$ cat src/rtl/top_intf.sv
// Transaction front-end: 16-word memory, 8-entry push buffer with read/update/credit channels.
// Define TOP_INTF_SHRINK_EN to let is_shrink remove buffer entries instead of reading them.
module top_intf (
  input  logic        AXI_ACLK,
  input  logic        AXI_ARESETN,
  input  logic        INIT_AXI_TXN,
  input  logic        start_write,
  input  logic [31:0] Addr_write,
  input  logic [31:0] Data_write,
  input  logic        start_read,
  input  logic [31:0] Addr_read,
  output logic        TXN_DONE,
  output logic        ERROR,
  input  logic        read_idx_valid,
  input  logic [7:0]  read_idx,
  output logic        read_idx_ready,
  input  logic        read_will_update,
  input  logic        is_shrink,
  output logic        read_data_valid,
  output logic [31:0] read_data,
  input  logic        read_data_ready,
  input  logic        update_idx_valid,
  input  logic [7:0]  update_idx,
  input  logic        update_data_valid,
  input  logic [31:0] update_data,
  output logic        update_ready,
  output logic        update_receive_ack,
  output logic        credit_valid,
  output logic [7:0]  credit_out,
  input  logic        credit_ready
);

  localparam logic [1:0] StIdle = 2'd0;
  localparam logic [1:0] StAddr = 2'd1;
  localparam logic [1:0] StResp = 2'd2;

  logic [1:0]  state_q, state_d;
  logic        is_wr_q, is_wr_d;
  logic [31:0] addr_q, addr_d;
  logic [31:0] wdata_q, wdata_d;
  logic        sw_q, sr_q;
  logic [31:0] mem_q [16];
  logic [31:0] mem_d [16];
  logic [31:0] buf_q [8];
  logic [31:0] buf_d [8];
  logic [7:0]  pend_q, pend_d;
  logic [3:0]  count_q, count_d;
  logic        err_q, err_d;
  logic        rsp_valid_q, rsp_valid_d;
  logic [31:0] rsp_data_q, rsp_data_d;
  logic        ack_q, ack_d;
  logic        credit_valid_q, credit_valid_d;

  logic sw_edge, sr_edge, rd_resp, shrink_req, idx_ok, upd_ok, upd_hs;

`ifdef TOP_INTF_SHRINK_EN
  assign shrink_req = is_shrink;
`else
  logic unused_is_shrink;
  assign unused_is_shrink = is_shrink;
  assign shrink_req = 1'b0;
`endif

  assign sw_edge = start_write & ~sw_q;
  assign sr_edge = start_read & ~sr_q;
  assign rd_resp = (state_q == StResp) && !is_wr_q;
  assign idx_ok  = read_idx < {4'b0, count_q};
  assign upd_ok  = update_idx < {4'b0, count_q};

  assign read_idx_ready = AXI_ARESETN && !rsp_valid_q && !rd_resp;
  assign update_ready   = AXI_ARESETN && !rd_resp && !(read_idx_valid && shrink_req);
  assign upd_hs         = update_idx_valid && update_data_valid && update_ready;
  assign TXN_DONE       = AXI_ARESETN && (state_q == StResp);

  assign ERROR              = err_q;
  assign read_data_valid    = rsp_valid_q;
  assign read_data          = rsp_data_q;
  assign update_receive_ack = ack_q;
  assign credit_valid       = credit_valid_q;
  assign credit_out         = 8'd8 - {4'b0, count_q};

  always_comb begin
    state_d        = state_q;
    is_wr_d        = is_wr_q;
    addr_d         = addr_q;
    wdata_d        = wdata_q;
    mem_d          = mem_q;
    buf_d          = buf_q;
    pend_d         = pend_q;
    count_d        = count_q;
    err_d          = err_q;
    rsp_valid_d    = rsp_valid_q;
    rsp_data_d     = rsp_data_q;
    ack_d          = 1'b0;
    credit_valid_d = credit_valid_q;

    case (state_q)
      StIdle: begin
        if (INIT_AXI_TXN) begin
          if (sw_edge) begin
            state_d = StAddr;
            is_wr_d = 1'b1;
            addr_d  = Addr_write;
            wdata_d = Data_write;
          end else if (sr_edge) begin
            if (count_q == 4'd8) begin
              err_d = 1'b1;
            end else begin
              state_d = StAddr;
              is_wr_d = 1'b0;
              addr_d  = Addr_read;
            end
          end
        end
      end
      StAddr: begin
        state_d = StResp;
        if (is_wr_q && (addr_q[31:4] == 28'd0)) mem_d[addr_q[3:0]] = wdata_q;
      end
      StResp: begin
        state_d = StIdle;
        if (addr_q[31:4] != 28'd0) begin
          err_d = 1'b1;
        end else if (!is_wr_q && (count_q < 4'd8)) begin
          buf_d[count_q[2:0]]  = mem_q[addr_q[3:0]];
          pend_d[count_q[2:0]] = 1'b0;
          count_d              = count_q + 4'd1;
        end
      end
      default: state_d = StIdle;
    endcase

    if (rsp_valid_q && read_data_ready) rsp_valid_d = 1'b0;

    if (read_idx_valid && read_idx_ready) begin
      if (shrink_req) begin
        if (idx_ok) begin
          // Close the gap: every entry above the removed one moves down a slot.
          for (int i = 0; i < 7; i++) begin
            if (3'(i) >= read_idx[2:0]) begin
              buf_d[i]  = buf_q[i+1];
              pend_d[i] = pend_q[i+1];
            end
          end
          buf_d[7]  = '0;
          pend_d[7] = 1'b0;
          count_d   = count_q - 4'd1;
        end else begin
          err_d = 1'b1;
        end
      end else begin
        rsp_valid_d = 1'b1;
        if (idx_ok) begin
          rsp_data_d = buf_q[read_idx[2:0]];
          if (read_will_update) pend_d[read_idx[2:0]] = 1'b1;
        end else begin
          rsp_data_d = '0;
          err_d      = 1'b1;
        end
      end
    end

    if (upd_hs) begin
      if (upd_ok) begin
        buf_d[update_idx[2:0]]  = update_data;
        pend_d[update_idx[2:0]] = 1'b0;
        ack_d                   = 1'b1;
      end else begin
        err_d = 1'b1;
      end
    end

    if (count_d != count_q) credit_valid_d = 1'b1;
    else if (credit_ready) credit_valid_d = 1'b0;
  end

  always_ff @(posedge AXI_ACLK) begin
    if (!AXI_ARESETN) begin
      state_q        <= StIdle;
      is_wr_q        <= 1'b0;
      addr_q         <= '0;
      wdata_q        <= '0;
      sw_q           <= 1'b0;
      sr_q           <= 1'b0;
      for (int i = 0; i < 16; i++) mem_q[i] <= '0;
      for (int i = 0; i < 8; i++) buf_q[i] <= '0;
      pend_q         <= '0;
      count_q        <= '0;
      err_q          <= 1'b0;
      rsp_valid_q    <= 1'b0;
      rsp_data_q     <= '0;
      ack_q          <= 1'b0;
      credit_valid_q <= 1'b0;
    end else begin
      state_q        <= state_d;
      is_wr_q        <= is_wr_d;
      addr_q         <= addr_d;
      wdata_q        <= wdata_d;
      sw_q           <= start_write;
      sr_q           <= start_read;
      mem_q          <= mem_d;
      buf_q          <= buf_d;
      pend_q         <= pend_d;
      count_q        <= count_d;
      err_q          <= err_d;
      rsp_valid_q    <= rsp_valid_d;
      rsp_data_q     <= rsp_data_d;
      ack_q          <= ack_d;
      credit_valid_q <= credit_valid_d;
    end
  end

endmodule

$ cat config.mk
export PLATFORM = sky130hd
export DESIGN_NAME = top_intf
export DESIGN_NICKNAME = d
export VERILOG_FILES = /design/src/rtl/top_intf.sv
export SDC_FILE = /design/constraint.sdc
export NUM_CORES = 2
export LEC_CHECK = 0
export CAP_MARGIN = 10
export CORE_UTILIZATION = 55
export DETAILED_ROUTE_END_ITERATION = 10
export GPL_TIMING_DRIVEN = 0
export PLACE_DENSITY = 0.82
export SYNTH_ARGS = -nofsm -noshare
export SYNTH_HDL_FRONTEND = slang
export SYNTH_SLANG_ARGS = --single-unit
$ cat constraint.sdc
create_clock -name AXI_ACLK -period 2.18 [get_ports AXI_ACLK]
set_input_delay 0.436 -clock AXI_ACLK [delete_from_list [all_inputs] [get_ports AXI_ACLK]]
set_output_delay 0.436 -clock AXI_ACLK [all_outputs]
set_load 0.02 [all_outputs]
Word level (Yosys, flattened, before mapping):

Cells that the tools add are included.

* register bits after elaboration: 877
* word-level logic and storage cells: 142
* input port bits: 156

* magnitude comparators: 10
* reduce and logical (&&, ||, !) cells: 28
* bitwise logic cells: 8
* equal/unequal tests: 8
* mux-type cells: 50
* add/subtract/negate cells: 2

Operators by type and width (count)
* $mux 256: 5
* $bwmux 256: 2
* $bwmux 512: 1
* $mux 32: 11
* $demux 32 s3: 2
* $bmux 32 s4: 1
* $demux 32 s4: 1
* $bmux 32 s3: 1
* $logic_not 28->1: 1
* $reduce_bool 28->1: 1
* $mux 1: 17
* $lt 8x4->1: 2
* $logic_and 1x1->1: 14
* $ge 4x4->1 const B: 3
* $mux 4: 3
* $not 3->4: 3
* $lt 4x1->1 const B: 2
* $mux 2: 4
* $ne 3x3->1 const B: 2
* $reduce_and 3->1: 2
* $reduce_bool 2->1: 3
* $ge 5x5->1 const B: 1
* $lt 5x1->1 const B: 1
* $not 4->5: 1
* other kinds (16): 22

Longest topological paths before layout:

* word-level depth: 12
* mapped depth: 10
* gate-level depth less buffers: 7

Worst setup path after synthesis:

Ideal clock, no wire load.

* kind: register to register
* start: register count_q[0]
* end: register buf_q[37] (netlist name)
* arrival: 2.256 ns
* required time: 2.060 ns
* clock period less this slack: 2.376 ns
* setup slack: -0.196 ns
* cell stages (with the launch flop): 11
* cells stage by stage: dfxtp_1 > buf_6 > inv_1 > ha_1 > o41ai_2 > nand3b_1 > or4_1 > buf_2 > clkbuf_1 > a21boi_0 > a21oi_1

* cells in the longest elaborated chain, start to end: 12
* elaborated cells on any way between the ends: 16
* those cells by class: 4 x order compare; 9 x mux; 1 x bitwise; 2 x reduce/logical

Ends and longest elaborated chain
* start: declaration: RTL line 47 `logic [3:0] count_q, count_d;`
* start signal: assignment: RTL line 204 `count_q <= count_d;`
* $not 3->4 (implied by the code): RTL line 125 `buf_d[count_q[2:0]] = mem_q[addr_q[3:0]];`
* $ge 4x4->1 (implied by the code) or $lt 4x1->1 (tied branches): RTL line 125
* $logic_and 1x1->1 (implied by the code): RTL line 125
* $mux 32 (implied by the code): RTL line 125
* $demux 32 s3: RTL line 125
* $bwmux 256: RTL line 125
* $mux 256: RTL line 124 `end else if (!is_wr_q && (count_q < 4'd8)) begin`
* $mux 256: RTL line 122 `if (addr_q[31:4] != 28'd0) begin`
* $mux 256: RTL line 97 `case (state_q)`
* $bwmux 256: RTL line 165 `buf_d[update_idx[2:0]] = update_data;`
* $mux 256: RTL line 164 `if (upd_ok) begin`
* $mux 256 *: RTL line 163 `if (upd_hs) begin`
* end signal: assignment: RTL line 202 `buf_q <= buf_d;`
* end: declaration: RTL line 44 `logic [31:0] buf_q [8];`

Mark *: on every way between the ends. The rest lies on a longest branch, timed or not.
A chain may end at the register's enable or synchronous reset.

Worst setup path after layout:

* start: register addr_q[1]
* end: register mem_q[496] (netlist name)

* cells in the longest elaborated chain, start to end: 6
* elaborated cells on any way between the ends: 7
* those cells by class: 2 x order compare; 3 x mux; 1 x bitwise; 1 x reduce/logical

Ends and longest elaborated chain
* start: declaration: RTL line 39 `logic [31:0] addr_q, addr_d;`
* start signal: assignment: RTL line 197 `addr_q <= addr_d;`
* $not 4->5 (implied by the code) *: RTL line 118 `if (is_wr_q && (addr_q[31:4] == 28'd0)) mem_d[addr_q[3:0]] = wdata_q;`
* $ge 5x5->1 (implied by the code) or $lt 5x1->1 (tied branches): RTL line 118
* $logic_and 1x1->1 (implied by the code): RTL line 118
* $mux 32 (implied by the code): RTL line 118
* $demux 32 s4 *: RTL line 118
* $bwmux 512 *: RTL line 118
* end signal: assignment: RTL line 201 `mem_q <= mem_d;`
* end: declaration: RTL line 42 `logic [31:0] mem_q [16];`

Marked as above.

==> metrics.txt <==
clock share of power=45.8%; Int Power=0.0265 W; placed insts=5175; post-synthesis cell type count=55; yosys warns=0; Arrival @ worst endpoint=3.32 ns; final cell utilization of the core=71.9%; vias in the first global route=35300; Die Wd=273 um; setup ws final=-0.561 ns; Hold Crit Class=in -> reg; Reg clk slew, reported paths=0.07 ns; synth cell count leaders=dfxtp_1, nand2_1, mux2i_1; Sw Ratio=25.1%; first-pass GRT wire length=202000 um; DRT iter0 DRCs=5045; CTS Buffer Depth=3; Synth-to-Final Area Change=28.5%; final hold violations=0; period utilisation layout=126%; Final #Nets=4639; TritonCTS clock tree=yes; Die ar.=74400 um^2; Fill cells=4320; PD cells=683 nW/um^2; crit path kind=reg -> reg; Reg power frac=46.0%; Worst Clk Skew=0.0321 ns; count leader, synth=dfxtp_1; largest fanout on the critical path=10; Design Power=0.0354 W; Die Ht=273 um; nature of the critical path endpoint=flop; post-synthesis sequential area ratio=43.6%; GRT Overall Usage=35.1%; num ports=203; Max Clk Rate=0.365 GHz; post-synth top area cell=dfxtp_1; share of the synthesized area in the top cell type=43.6%; average size of a mapped cell=10.0 um^2; Combinational Power Share=8.2%; worst path bufs/invs=4; DR vias/cell=6.72; synthesized area=40300 um^2; Sw Pwr=0.00887 W; Finish-stage setup viols=823; crit path time final=2.74 ns; cts hold-fix bufs=0; failing checks=design-rule violations, negative setup slack; layout cells sized above 1=21.5%; slew margin rel.=36.4%; crit path launch type=flop; Static Leakage=21.5 nW; routability cong.=0.992; family with the most delay on the worst path=simple AND/OR/NAND/NOR gates; root buffer cell=clkbuf_16; HPWL Detailed=90200 um; antenna violations before repair=12; DR WL/cell=28.1 um; RSZ-0062 raised after global routing=true; largest net degree at the start of global routing=16; syn_nets=4190; Max-Cap Viols=0; Initial Utilization=56.0%; total CTS buffers=87; critical path's slowest cell=nor2_2; maximum vdd ir drop=0.792 mV; DR vias=37000; CTS Sinks=877; H-tree depth reported by CTS=3; clk_lat worst skew=0.67 ns; worst path cell trace=buf_8 > buf_4 > buf_4 > nor2_2 > nand3_4 > buf_12 > mux2i_2; most frequent CP cell=buf_4; Post-synth ARST share=0%; max-slew violations=0; #FFs+latches synth=877; Post-synth EDFFs=0; Core Footprint=72000 um^2; GRT overflow=0; FP Rows=98; drt drc=3; slowest stage delay, CP=0.60 ns; CP Data Required Time=2.76 ns; Post-Layout Cell Count=5500; Routed WL=154000 um; Detailed Routing Iterations Pass 1=11; Post-Synthesis Cells=4026; post-route ant nets=0; IO buf count=199; Slew @ Worst Pin=0.953 ns; Synth Flop Type=dfxtp_1; top cells by area, synth=dfxtp_1, mux2i_1, mux4_2; outcome=finished with violations
-- layout by cell type, fill, tap and decap left out, types with 9 or more instances in the layout --
cell and n:
dfxtp_1 866, nand2_1 609, mux2i_1 571, a21oi_1 266, o21ai_0 210, mux4_2 192
clkdlybuf4s50_1 189, a21boi_1 167, or2_0 165, clkbuf_1 156, clkbuf_16 116, buf_4 103
buf_12 96, or2_1 74, nor2_1 71, a21boi_2 67, buf_6 59, clkbuf_2 52
o21ai_1 40, clkbuf_8 36, a22o_1 32, a221oi_4 32, a211oi_1 32, a21oi_2 30
a2111oi_0 23, clkinv_2 23, buf_8 22, clkbuf_4 18, a21boi_0 18, nand3_4 13
buf_2 12, or4_1 10, or2_4 9, bufinv_16 9
-- logic make-up after synthesis --
family | Yosys count | share of synthesized area (%)
simple gates | 1020 | 11.8
compound gates | 955 | 14.8
flops | 877 | 43.6
mux | 769 | 25.1
buf+inv | 394 | 4.44
fa+ha+maj | 8 | 0.248
xor+xnor | 3 | 0.0652
-- per-stage QoR --
stage / hold WS [ns] / area, um^2 / setup slack (ns) / setup TNS [ns]
after floorplan: 0.435 / 40600 / 0.00320 / 0
after global placement: 0.441 / 43700 / -1.23 / -778.74
after detailed placement: 0.448 / 43700 / -1.35 / -789.31
after CTS: 0.322 / 49300 / -0.244 / -87.35
after global routing: 0.359 / 51800 / -0.626 / -255.68
final: 0.332 / 51800 / -0.561 / -231.17
-- path summary, 6_finish.rpt --
path	start	end	slack [ns]	cells past startpoint
hold reg to reg	mem_q[154]$_SDFFE_PN0P_	mem_q[154]$_SDFFE_PN0P_	0.46	2
setup reg to reg	addr_q[1]$_SDFFE_PN0P_	mem_q[496]$_SDFFE_PN0P_	-0.56	7
setup / recovery	addr_q[1]$_SDFFE_PN0P_	mem_q[496]$_SDFFE_PN0P_	-0.56	7
hold / removal	Data_write[2]	wdata_q[2]$_SDFFE_PN0P_	0.33	3
-- registers in the layout, summed over array words and instances, names as in the netlist --
name and count:
state_q 2, count_q 4, read_data 32, addr_q 32, ERROR 1, credit_valid 1, read_data_valid 1, sr_q 1
buf_q 256, wdata_q 32, sw_q 1, update_receive_ack 1, is_wr_q 1, mem_q 512
-- power groups by stage --
| stage | registers [W] | clock network (W) | logic [W] |
|---|---|---|---|
| after global routing | 0.0163 | 0.0167 | 0.00301 |
| final | 0.0163 | 0.0162 | 0.00291 |
| after CTS | 0.0163 | 0.0159 | 0.00259 |
| after detailed placement | 0.0166 | 0 | 0.00238 |
| after floorplan | 0.0166 | 0 | 0.00132 |
| after global placement | 0.0166 | 0 | 0.00234 |
-- tightest hold or removal path: stages --
cell and delay, ns:
clkdlybuf4s50_1 0.40, nand2_1 0.06, a21oi_1 0.05
-- routing by layer --
metal | routed length, um | up-vias | global-route usage [%] | part of all wire, %
li1 | - | 15300 | - | -
met1 | 51700 | 17600 | 40.8 | 33
met2 | 69500 | 2996 | 58.0 | 45
met3 | 18500 | 1077 | 8.02 | 12
met4 | 14600 | 10 | 23.5 | 9.5
met5 | 66 | - | 0 | 0.043
-- repair_timing --
| action | in CTS | in global routing |
|---|---|---|
| gates cloned | 11 | 29 |
| buffers inserted | 74 | 49 |
| resized for setup | 412 | 639 |
| endpoints found under the setup margin | 882 | 872 |
| pin swaps | 60 | 50 |
-- cell type report --
type / count / area [um^2] / area share (%)
Buffer: 385 / 3360 / 6.49
Antenna cell: 6 / 15.0 / 0.0290
Tap cell: 950 / 1190 / 2.30
Multi-Input combinational cell: 2756 / 22400 / 43.3
Clock buffer: 121 / 2570 / 4.96
Sequential cell: 877 / 17600 / 33.9
Timing Repair Buffer: 361 / 4160 / 8.04
Inverter: 7 / 42.5 / 0.0821
Clock inverter: 37 / 435 / 0.841
Note: power is estimated with default switching activity, not from simulation.
